[src/rtl/sobel_cfg_pkg.sv]
// Shared types and default widths for the sobel register-side controller.
package sobel_cfg_pkg;

   localparam int unsigned AXI_W           = 32;
   localparam int unsigned COEF_ADDR_W_DEF = 5;
   localparam int unsigned COEF_W_DEF      = 18;
   localparam int unsigned HIST_ADDR_W_DEF = 8;
   localparam int unsigned HIST_LAT_DEF    = 2;
   localparam int unsigned FIFO_DEPTH_DEF  = 4;
   localparam int unsigned LAT_CNT_W       = 3;

   typedef enum logic [1:0] {
      RD_IDLE,
      RD_ISSUE,
      RD_WAIT,
      RD_ACK
   } rd_state_e;

   typedef struct packed {
      logic [COEF_ADDR_W_DEF-1:0] addr;
      logic [COEF_W_DEF-1:0]      data;
   } wr_entry_t;

endpackage

[src/rtl/sobel_cfg_ctrl_cfg_wr_fifo.sv]
// Small synchronous FIFO buffering coefficient writes until blanking.
module cfg_wr_fifo #(
   parameter int unsigned W     = 23,
   parameter int unsigned DEPTH = 4
) (
   input  logic         clk,
   input  logic         rst_n,
   input  logic         push_i,
   input  logic         pop_i,
   input  logic [W-1:0] wdata_i,
   output logic [W-1:0] head_c,
   output logic         full_c,
   output logic         empty_c
);

   localparam int unsigned PW = $clog2(DEPTH);
   localparam int unsigned CW = PW + 1;

   logic [W-1:0]  mem_q [DEPTH];
   logic [PW:0]   wr_ptr_q, wr_ptr_d;
   logic [PW:0]   rd_ptr_q, rd_ptr_d;
   logic          push_ok, pop_ok;

   assign empty_c = (wr_ptr_q == rd_ptr_q);
   assign full_c  = (wr_ptr_q[PW] != rd_ptr_q[PW]) &&
                    (wr_ptr_q[PW-1:0] == rd_ptr_q[PW-1:0]);
   assign head_c  = mem_q[rd_ptr_q[PW-1:0]];

   // A push into a full FIFO is legal only when the head leaves the same cycle.
   assign push_ok = push_i & (~full_c | pop_i);
   assign pop_ok  = pop_i & ~empty_c;

   always_comb begin
      wr_ptr_d = wr_ptr_q + CW'(push_ok);
      rd_ptr_d = rd_ptr_q + CW'(pop_ok);
   end

   always_ff @(posedge clk or negedge rst_n) begin
      if (!rst_n) begin
         wr_ptr_q <= '0;
         rd_ptr_q <= '0;
      end else begin
         wr_ptr_q <= wr_ptr_d;
         rd_ptr_q <= rd_ptr_d;
      end
   end

   always_ff @(posedge clk) begin
      if (push_ok) mem_q[wr_ptr_q[PW-1:0]] <= wdata_i;
   end

endmodule

[src/rtl/sobel_cfg_ctrl.sv]
// AXI-strobe register controller: blanking-gated coefficient commit,
// fixed-latency histogram reads and a per-frame bank-swap pulse.
module sobel_cfg_ctrl
   import sobel_cfg_pkg::*;
#(
   parameter int unsigned COEF_ADDR_W = COEF_ADDR_W_DEF,
   parameter int unsigned COEF_W      = COEF_W_DEF,
   parameter int unsigned HIST_ADDR_W = HIST_ADDR_W_DEF,
   parameter int unsigned HIST_LAT    = HIST_LAT_DEF,
   parameter int unsigned FIFO_DEPTH  = FIFO_DEPTH_DEF
) (
   input  logic                   clk,
   input  logic                   rst_n,
   input  logic                   axi_wr_strobe_i,
   input  logic                   axi_rd_strobe_i,
   input  logic [AXI_W-1:0]       fir_addr_i,
   input  logic [AXI_W-1:0]       fir_coeff_i,
   output logic                   axi_wr_ack_o,
   output logic                   axi_rd_ack_o,
   output logic [AXI_W-1:0]       hist_bin_o,
   input  logic                   vs_i,
   output logic                   coef_we_o,
   output logic [COEF_ADDR_W-1:0] coef_addr_o,
   output logic [COEF_W-1:0]      coef_data_o,
   output logic                   hist_rd_en_o,
   output logic [HIST_ADDR_W-1:0] hist_rd_addr_o,
   input  logic [AXI_W-1:0]       hist_rd_data_i,
   output logic                   hist_swap_o,
   output logic                   cfg_err_o
);

   localparam int unsigned EW = COEF_ADDR_W + COEF_W;

   logic                   wr_prev_q, rd_prev_q, vs_prev_q;
   logic                   wr_ack_q, wr_ack_d;
   logic                   err_q, err_d;
   logic                   pend_q, pend_d;
   logic [EW-1:0]          pend_entry_q, pend_entry_d;
   logic                   coef_we_q, coef_we_d;
   logic [COEF_ADDR_W-1:0] coef_addr_q, coef_addr_d;
   logic [COEF_W-1:0]      coef_data_q, coef_data_d;
   logic                   swap_q, swap_d;
   rd_state_e              rd_state_q, rd_state_d;
   logic [LAT_CNT_W-1:0]   lat_cnt_q, lat_cnt_d;
   logic                   rd_en_q, rd_en_d;
   logic [HIST_ADDR_W-1:0] rd_addr_q, rd_addr_d;
   logic                   rd_ack_q, rd_ack_d;
   logic [AXI_W-1:0]       hist_bin_q, hist_bin_d;

   logic                   wr_req_c, rd_req_c, addr_oor_c;
   logic                   push_c, pop_c, can_push_c;
   logic [EW-1:0]          new_entry_c, push_data_c, head_c;
   logic                   full_c, empty_c;
   logic                   unused_coeff_hi;

   assign unused_coeff_hi = ^fir_coeff_i[AXI_W-1:COEF_W];

   assign wr_req_c    = axi_wr_strobe_i & ~wr_prev_q;
   assign rd_req_c    = axi_rd_strobe_i & ~rd_prev_q;
   assign addr_oor_c  = |fir_addr_i[AXI_W-1:COEF_ADDR_W];
   assign new_entry_c = {fir_addr_i[COEF_ADDR_W-1:0], fir_coeff_i[COEF_W-1:0]};
   assign pop_c       = vs_i & ~empty_c;
   assign can_push_c  = ~full_c | pop_c;

   cfg_wr_fifo #(
      .W     (EW),
      .DEPTH (FIFO_DEPTH)
   ) u_wr_fifo (
      .clk     (clk),
      .rst_n   (rst_n),
      .push_i  (push_c),
      .pop_i   (pop_c),
      .wdata_i (push_data_c),
      .head_c  (head_c),
      .full_c  (full_c),
      .empty_c (empty_c)
   );

   // Write acceptance, pending-on-full, error tracking and blanking drain.
   always_comb begin
      wr_ack_d     = 1'b0;
      err_d        = err_q;
      pend_d       = pend_q;
      pend_entry_d = pend_entry_q;
      push_c       = 1'b0;
      push_data_c  = new_entry_c;

      if (pend_q) begin
         if (can_push_c) begin
            push_c      = 1'b1;
            push_data_c = pend_entry_q;
            wr_ack_d    = 1'b1;
            pend_d      = 1'b0;
         end
         if (wr_req_c) err_d = 1'b1;
      end else if (wr_req_c) begin
         if (addr_oor_c) begin
            wr_ack_d = 1'b1;
            err_d    = 1'b1;
         end else if (can_push_c) begin
            push_c   = 1'b1;
            wr_ack_d = 1'b1;
         end else begin
            pend_d       = 1'b1;
            pend_entry_d = new_entry_c;
         end
      end

      coef_we_d   = pop_c;
      coef_addr_d = pop_c ? head_c[EW-1:COEF_W] : coef_addr_q;
      coef_data_d = pop_c ? head_c[COEF_W-1:0]  : coef_data_q;
      swap_d      = vs_i & ~vs_prev_q;
   end

   // Histogram read FSM; outputs are registered so they line up with the state.
   always_comb begin
      rd_state_d = rd_state_q;
      lat_cnt_d  = lat_cnt_q;
      rd_en_d    = 1'b0;
      rd_addr_d  = rd_addr_q;
      rd_ack_d   = 1'b0;
      hist_bin_d = hist_bin_q;

      case (rd_state_q)
         RD_IDLE: begin
            if (rd_req_c) begin
               rd_state_d = RD_ISSUE;
               rd_en_d    = 1'b1;
               rd_addr_d  = fir_addr_i[HIST_ADDR_W-1:0];
            end
         end
         RD_ISSUE: begin
            rd_state_d = RD_WAIT;
            lat_cnt_d  = '0;
         end
         RD_WAIT: begin
            if (lat_cnt_q == LAT_CNT_W'(HIST_LAT - 1)) begin
               rd_state_d = RD_ACK;
               rd_ack_d   = 1'b1;
               hist_bin_d = hist_rd_data_i;
            end else begin
               lat_cnt_d = lat_cnt_q + LAT_CNT_W'(1);
            end
         end
         RD_ACK:  rd_state_d = RD_IDLE;
         default: rd_state_d = RD_IDLE;
      endcase
   end

   always_ff @(posedge clk or negedge rst_n) begin
      if (!rst_n) begin
         wr_prev_q    <= 1'b0;
         rd_prev_q    <= 1'b0;
         vs_prev_q    <= 1'b0;
         wr_ack_q     <= 1'b0;
         err_q        <= 1'b0;
         pend_q       <= 1'b0;
         pend_entry_q <= '0;
         coef_we_q    <= 1'b0;
         coef_addr_q  <= '0;
         coef_data_q  <= '0;
         swap_q       <= 1'b0;
         rd_state_q   <= RD_IDLE;
         lat_cnt_q    <= '0;
         rd_en_q      <= 1'b0;
         rd_addr_q    <= '0;
         rd_ack_q     <= 1'b0;
         hist_bin_q   <= '0;
      end else begin
         wr_prev_q    <= axi_wr_strobe_i;
         rd_prev_q    <= axi_rd_strobe_i;
         vs_prev_q    <= vs_i;
         wr_ack_q     <= wr_ack_d;
         err_q        <= err_d;
         pend_q       <= pend_d;
         pend_entry_q <= pend_entry_d;
         coef_we_q    <= coef_we_d;
         coef_addr_q  <= coef_addr_d;
         coef_data_q  <= coef_data_d;
         swap_q       <= swap_d;
         rd_state_q   <= rd_state_d;
         lat_cnt_q    <= lat_cnt_d;
         rd_en_q      <= rd_en_d;
         rd_addr_q    <= rd_addr_d;
         rd_ack_q     <= rd_ack_d;
         hist_bin_q   <= hist_bin_d;
      end
   end

   assign axi_wr_ack_o   = wr_ack_q;
   assign axi_rd_ack_o   = rd_ack_q;
   assign hist_bin_o     = hist_bin_q;
   assign coef_we_o      = coef_we_q;
   assign coef_addr_o    = coef_addr_q;
   assign coef_data_o    = coef_data_q;
   assign hist_rd_en_o   = rd_en_q;
   assign hist_rd_addr_o = rd_addr_q;
   assign hist_swap_o    = swap_q;
   assign cfg_err_o      = err_q;

endmodule

[config.mk]
export PLATFORM = sky130hd
export DESIGN_NAME = sobel_cfg_ctrl
export DESIGN_NICKNAME = d
export VERILOG_FILES = /design/src/rtl/sobel_cfg_pkg.sv /design/src/rtl/sobel_cfg_ctrl_cfg_wr_fifo.sv /design/src/rtl/sobel_cfg_ctrl.sv
export SDC_FILE = /design/constraint.sdc
export NUM_CORES = 1
export LEC_CHECK = 0
export BUFFER_PORTS_ARGS = -buffer_cell sky130_fd_sc_hd__buf_2
export CAP_MARGIN = 10
export CORE_ASPECT_RATIO = 0.7
export CORE_MARGIN = 4
export CORE_UTILIZATION = 45
export CTS_BUF_LIST = sky130_fd_sc_hd__clkbuf_4
export DETAILED_ROUTE_END_ITERATION = 10
export GPL_ROUTABILITY_DRIVEN = 0
export PLACE_DENSITY = 0.68
export SYNTH_ARGS = -nofsm -noshare
export SYNTH_HDL_FRONTEND = slang
export SYNTH_SLANG_ARGS = --single-unit
[constraint.sdc]
create_clock -name clk -period 7.9 [get_ports clk]
set_clock_uncertainty 0.15 [all_clocks]
set_input_delay 1.58 -clock clk [delete_from_list [all_inputs] [get_ports clk]]
set_output_delay 1.58 -clock clk [all_outputs]
set_load 0.01 [all_outputs]
==> impl_metrics.json <==
{
  "outcome": "completed",
  "reported_max_cap_violation_count": 0,
  "synth.largest_area_cell": "sky130_fd_sc_hd__edfxtp_1",
  "hpwl_mm": 11.6,
  "dominant_combinational_cell_family_by_area_after_synthesis": "multiplexers",
  "cts_num_sinks": 199,
  "grt_max_degree": 80,
  "synth-edff-count": 92,
  "path_clk_slew_ns": 0.15,
  "detail_route.wirelength_mm": 16.5,
  "worstSetupEndpointType": "flop",
  "layout-drive-gt1-share_pct": 41.6,
  "die_width_um": 169,
  "cp_cell_sequence": "xor2_1, nor4b_4, buf_4, nor4_2, clkbuf_4, buf_4",
  "finalCritPeriodShare_pct": 49.0,
  "cp_common_cell": "sky130_fd_sc_hd__buf_4",
  "p_leak_nw": 4.11,
  "holdCritPathClass": "flop to flop",
  "starting_utilization_of_the_core_area_pct": 46.6,
  "grt_use_total_pct": 16.9,
  "critPathRequiredTime_ns": 8.04,
  "via_count_of_the_first_global_routing_pass": 5174,
  "syn_nets": 622,
  "synth-compound-area-share_pct": 2.70,
  "worst_hold_startpoint": "vs_prev_q",
  "tritoncts": "yes",
  "grt-ovfl-total": 0,
  "cp_slowest_stage_delay_ns": 1.09,
  "family_of_cells_with_the_greatest_summed_delay_on_the_critical_path": "simple AND/OR/NAND/NOR gates",
  "synth_top_flop_cell": "sky130_fd_sc_hd__dfrtp_1",
  "number_of_buffers_between_clock_root_and_the_deepest_sink": 2,
  "startpoint": "u_wr_fifo.rd_ptr_q[0]",
  "first_pass_grt_wire_length_mm": 26.6,
  "post_synthesis_share_of_cell_area_spent_on_full_adders_half_adders_and_majority_gates_pct": 1.38,
  "dpl.cell_count": 887,
  "layout_min_cycle_time_ns": 3.87,
  "critical_path.startpoint_type": "flop",
  "yosys.cell_types.count": 40,
  "synthMuxAreaShare_pct": 19.8,
  "synth-seq-area-share_pct": 66.8,
  "netlist_area_mm2": 0.00814,
  "num_io_pins": 170,
  "path_depth_of_the_worst_reg2reg_path": 6,
  "final.setup.tns_ns": 0,
  "synth.top_cells.by_count": "sky130_fd_sc_hd__dfrtp_1 (107), sky130_fd_sc_hd__edfxtp_1 (92), sky130_fd_sc_hd__mux2_2 (52), sky130_fd_sc_hd__mux2i_1 (46), sky130_fd_sc_hd__nand2_1 (30)",
  "num-nets-final": 786,
  "cts_hold_repair.buffers": 0,
  "power.density_mw_per_mm2": 253,
  "drc": 0,
  "clk_latency_ns": 0.55,
  "route.detailed.wl_per_inst_um": 18.0,
  "critPathBufInv": 3,
  "max_freq_mhz": 259,
  "floorplan.rows": 40,
  "final_cell_count_no_fill": 920,
  "final.fill_count": 1446,
  "coreArea_mm2": 0.0175,
  "die_y_um": 121,
  "flow.area_growth_from_synthesis_pct": 16.8,
  "reg2reg_slack_ns": 4.03,
  "hold_path_end": "hist_swap_o",
  "cts.repair_timing.setup_buffer_count": 0,
  "most_used_standard_cell_by_instance_count_after_synthesis": "sky130_fd_sc_hd__dfrtp_1",
  "dr_total_vias": 4754,
  "critical_path_peak_fanout": 25,
  "finalSetupViolations": 0,
  "post_synth_main_area_contributors": "sky130_fd_sc_hd__edfxtp_1 (34%), sky130_fd_sc_hd__dfrtp_1 (33%), sky130_fd_sc_hd__mux2_2 (7.2%)",
  "yosysWarnings": 0,
  "via_per_inst": 5.17,
  "start_of_the_worst_register_to_register_path": "u_wr_fifo.rd_ptr_q[0]",
  "timing.critical_path.arrival_ns": 4.01,
  "worst-setup-path-type": "flop to flop",
  "worst_path_max_delay_cell": "sky130_fd_sc_hd__nor4b_4",
  "slew-limit-headroom_pct": 18.4,
  "syn_inst": 512,
  "irDropWorstVdd_mv": 0.144,
  "first_iter_violations": 240,
  "design.die.area_mm2": 0.0203,
  "number_of_cells_on_the_worst_hold_path": 1,
  "synthArstFlopShare_pct": 53.8,
  "cts_buffers": 17,
  "clock_tree.htree_level_count": 4,
  "max_slew.worst_pin.slew_ns": 1.22,
  "cts_root_buffer": "sky130_fd_sc_hd__clkbuf_4",
  "antenna_found_initial": 1,
  "simple_gate_share_of_the_synthesized_area_pct": 5.61,
  "ys_ff_latch": 199,
  "share_of_the_synthesized_netlist_area_taken_by_xor_and_xnor_gates_pct": 0.645,
  "mean_instance_size_in_the_synthesized_netlist_um2": 15.9,
  "detailedRoute.firstPassIterationCount": 4,
  "timing.rr.end": "u_wr_fifo.mem_q[2][13]",
  "rsz0062_at_grt": "false",
  "drtAntennaViolNets": 0,
  "synth_top_cell_area_share_pct": 33.9,
  "report.final.slew_viol_count": 0,
  "buffer_ports.inserted": 155,
  "final_hold_viol_count": 0,
  "post_cts.resized_instances": 0
}
[per-stage QoR]
step	instance area, um^2	setup slack (ns)	hold WS, ns	total power, mW	utilization, %
CTS	9500	3.91	0.266	2.43	54.4
floorplan	8140	2.64	0.228	1.61	-
global route	9510	3.79	0.273	2.54	54.4
global placement	9190	3.41	0.235	1.82	52.6
finish	9510	4.03	0.262	2.40	54.4
detailed placement	9190	3.34	0.246	1.86	52.6
[cell usage in the layout, fill, tap and decap left out, types with 5 or more instances in the layout]
| cell | count |
|---|---|
| sky130_fd_sc_hd__buf_4 | 13 |
| sky130_fd_sc_hd__nor2_1 | 24 |
| sky130_fd_sc_hd__clkbuf_4 | 19 |
| sky130_fd_sc_hd__mux2_2 | 52 |
| sky130_fd_sc_hd__inv_1 | 29 |
| sky130_fd_sc_hd__buf_2 | 154 |
| sky130_fd_sc_hd__nor4_2 | 6 |
| sky130_fd_sc_hd__a21oi_1 | 24 |
| sky130_fd_sc_hd__mux2i_1 | 46 |
| sky130_fd_sc_hd__xor2_1 | 5 |
| sky130_fd_sc_hd__nand2b_1 | 7 |
| sky130_fd_sc_hd__dfrtp_1 | 105 |
| sky130_fd_sc_hd__nand2_1 | 30 |
| sky130_fd_sc_hd__edfxtp_1 | 92 |
| sky130_fd_sc_hd__mux4_2 | 23 |
| sky130_fd_sc_hd__ha_1 | 9 |
[registers in the layout, summed over array words and instances, names as in the netlist, 2 cells and up]
signal              flops
coef_addr_o             5
hist_rd_addr_o          8
hist_bin_o             32
u_wr_fifo.rd_ptr_q      3
u_wr_fifo.mem_q        92
coef_data_o            18
rd_state_q              2
lat_cnt_q               3
pend_entry_q           23
u_wr_fifo.wr_ptr_q      3
[report_power, final]
part	switching (mW)	leakage (nW)	internal, mW
Clock	0.328	0.161	0.252
Combinational	0.260	1.85	0.252
Sequential	0.0807	2.09	1.23
[how the worst max path moves through the flow]
stage,endpoint,cells past startpoint
after CTS,u_wr_fifo.mem_q[2][13],5
after global routing,u_wr_fifo.mem_q[2][13],6
final,u_wr_fifo.mem_q[2][13],6
after floorplan,u_wr_fifo.mem_q[1][0],4
after global placement,u_wr_fifo.mem_q[2][8],6
after detailed placement,u_wr_fifo.mem_q[2][10],6
[layout make-up]
cell class	count	area, um^2	share of cell area [%]
clock inverters	13	178	1.87
well taps	231	289	3.04
multi-input cells	260	2470	26.0
repair buffers	168	876	9.21
inverters	30	113	1.18
clock buffers	18	135	1.42
diodes	1	2.50	0.0263
flip-flops and latches	199	5440	57.2
[metal layers]
| metal | GRT usage [%] | vias to the layer above | share of wire, % |
|---|---|---|---|
| li1 | - | 2188 | - |
| met1 | 22.4 | 2434 | 44 |
| met2 | 27.9 | 119 | 51 |
| met3 | 3.79 | 13 | 4.7 |
| met4 | 5.32 | 0 | 1.0 |
| met5 | 0 | - | 0 |
[logic make-up (layout without fill, tap and decap cells)]
logic type	after synthesis	in the layout
simple gates	84	84
fa+ha+maj	9	9
buf+inv	53	229
flops	199	199
other cells	0	1
compound gates	36	36
xor+xnor	6	6
mux	125	125
Note: power is estimated with default switching activity, not from simulation.
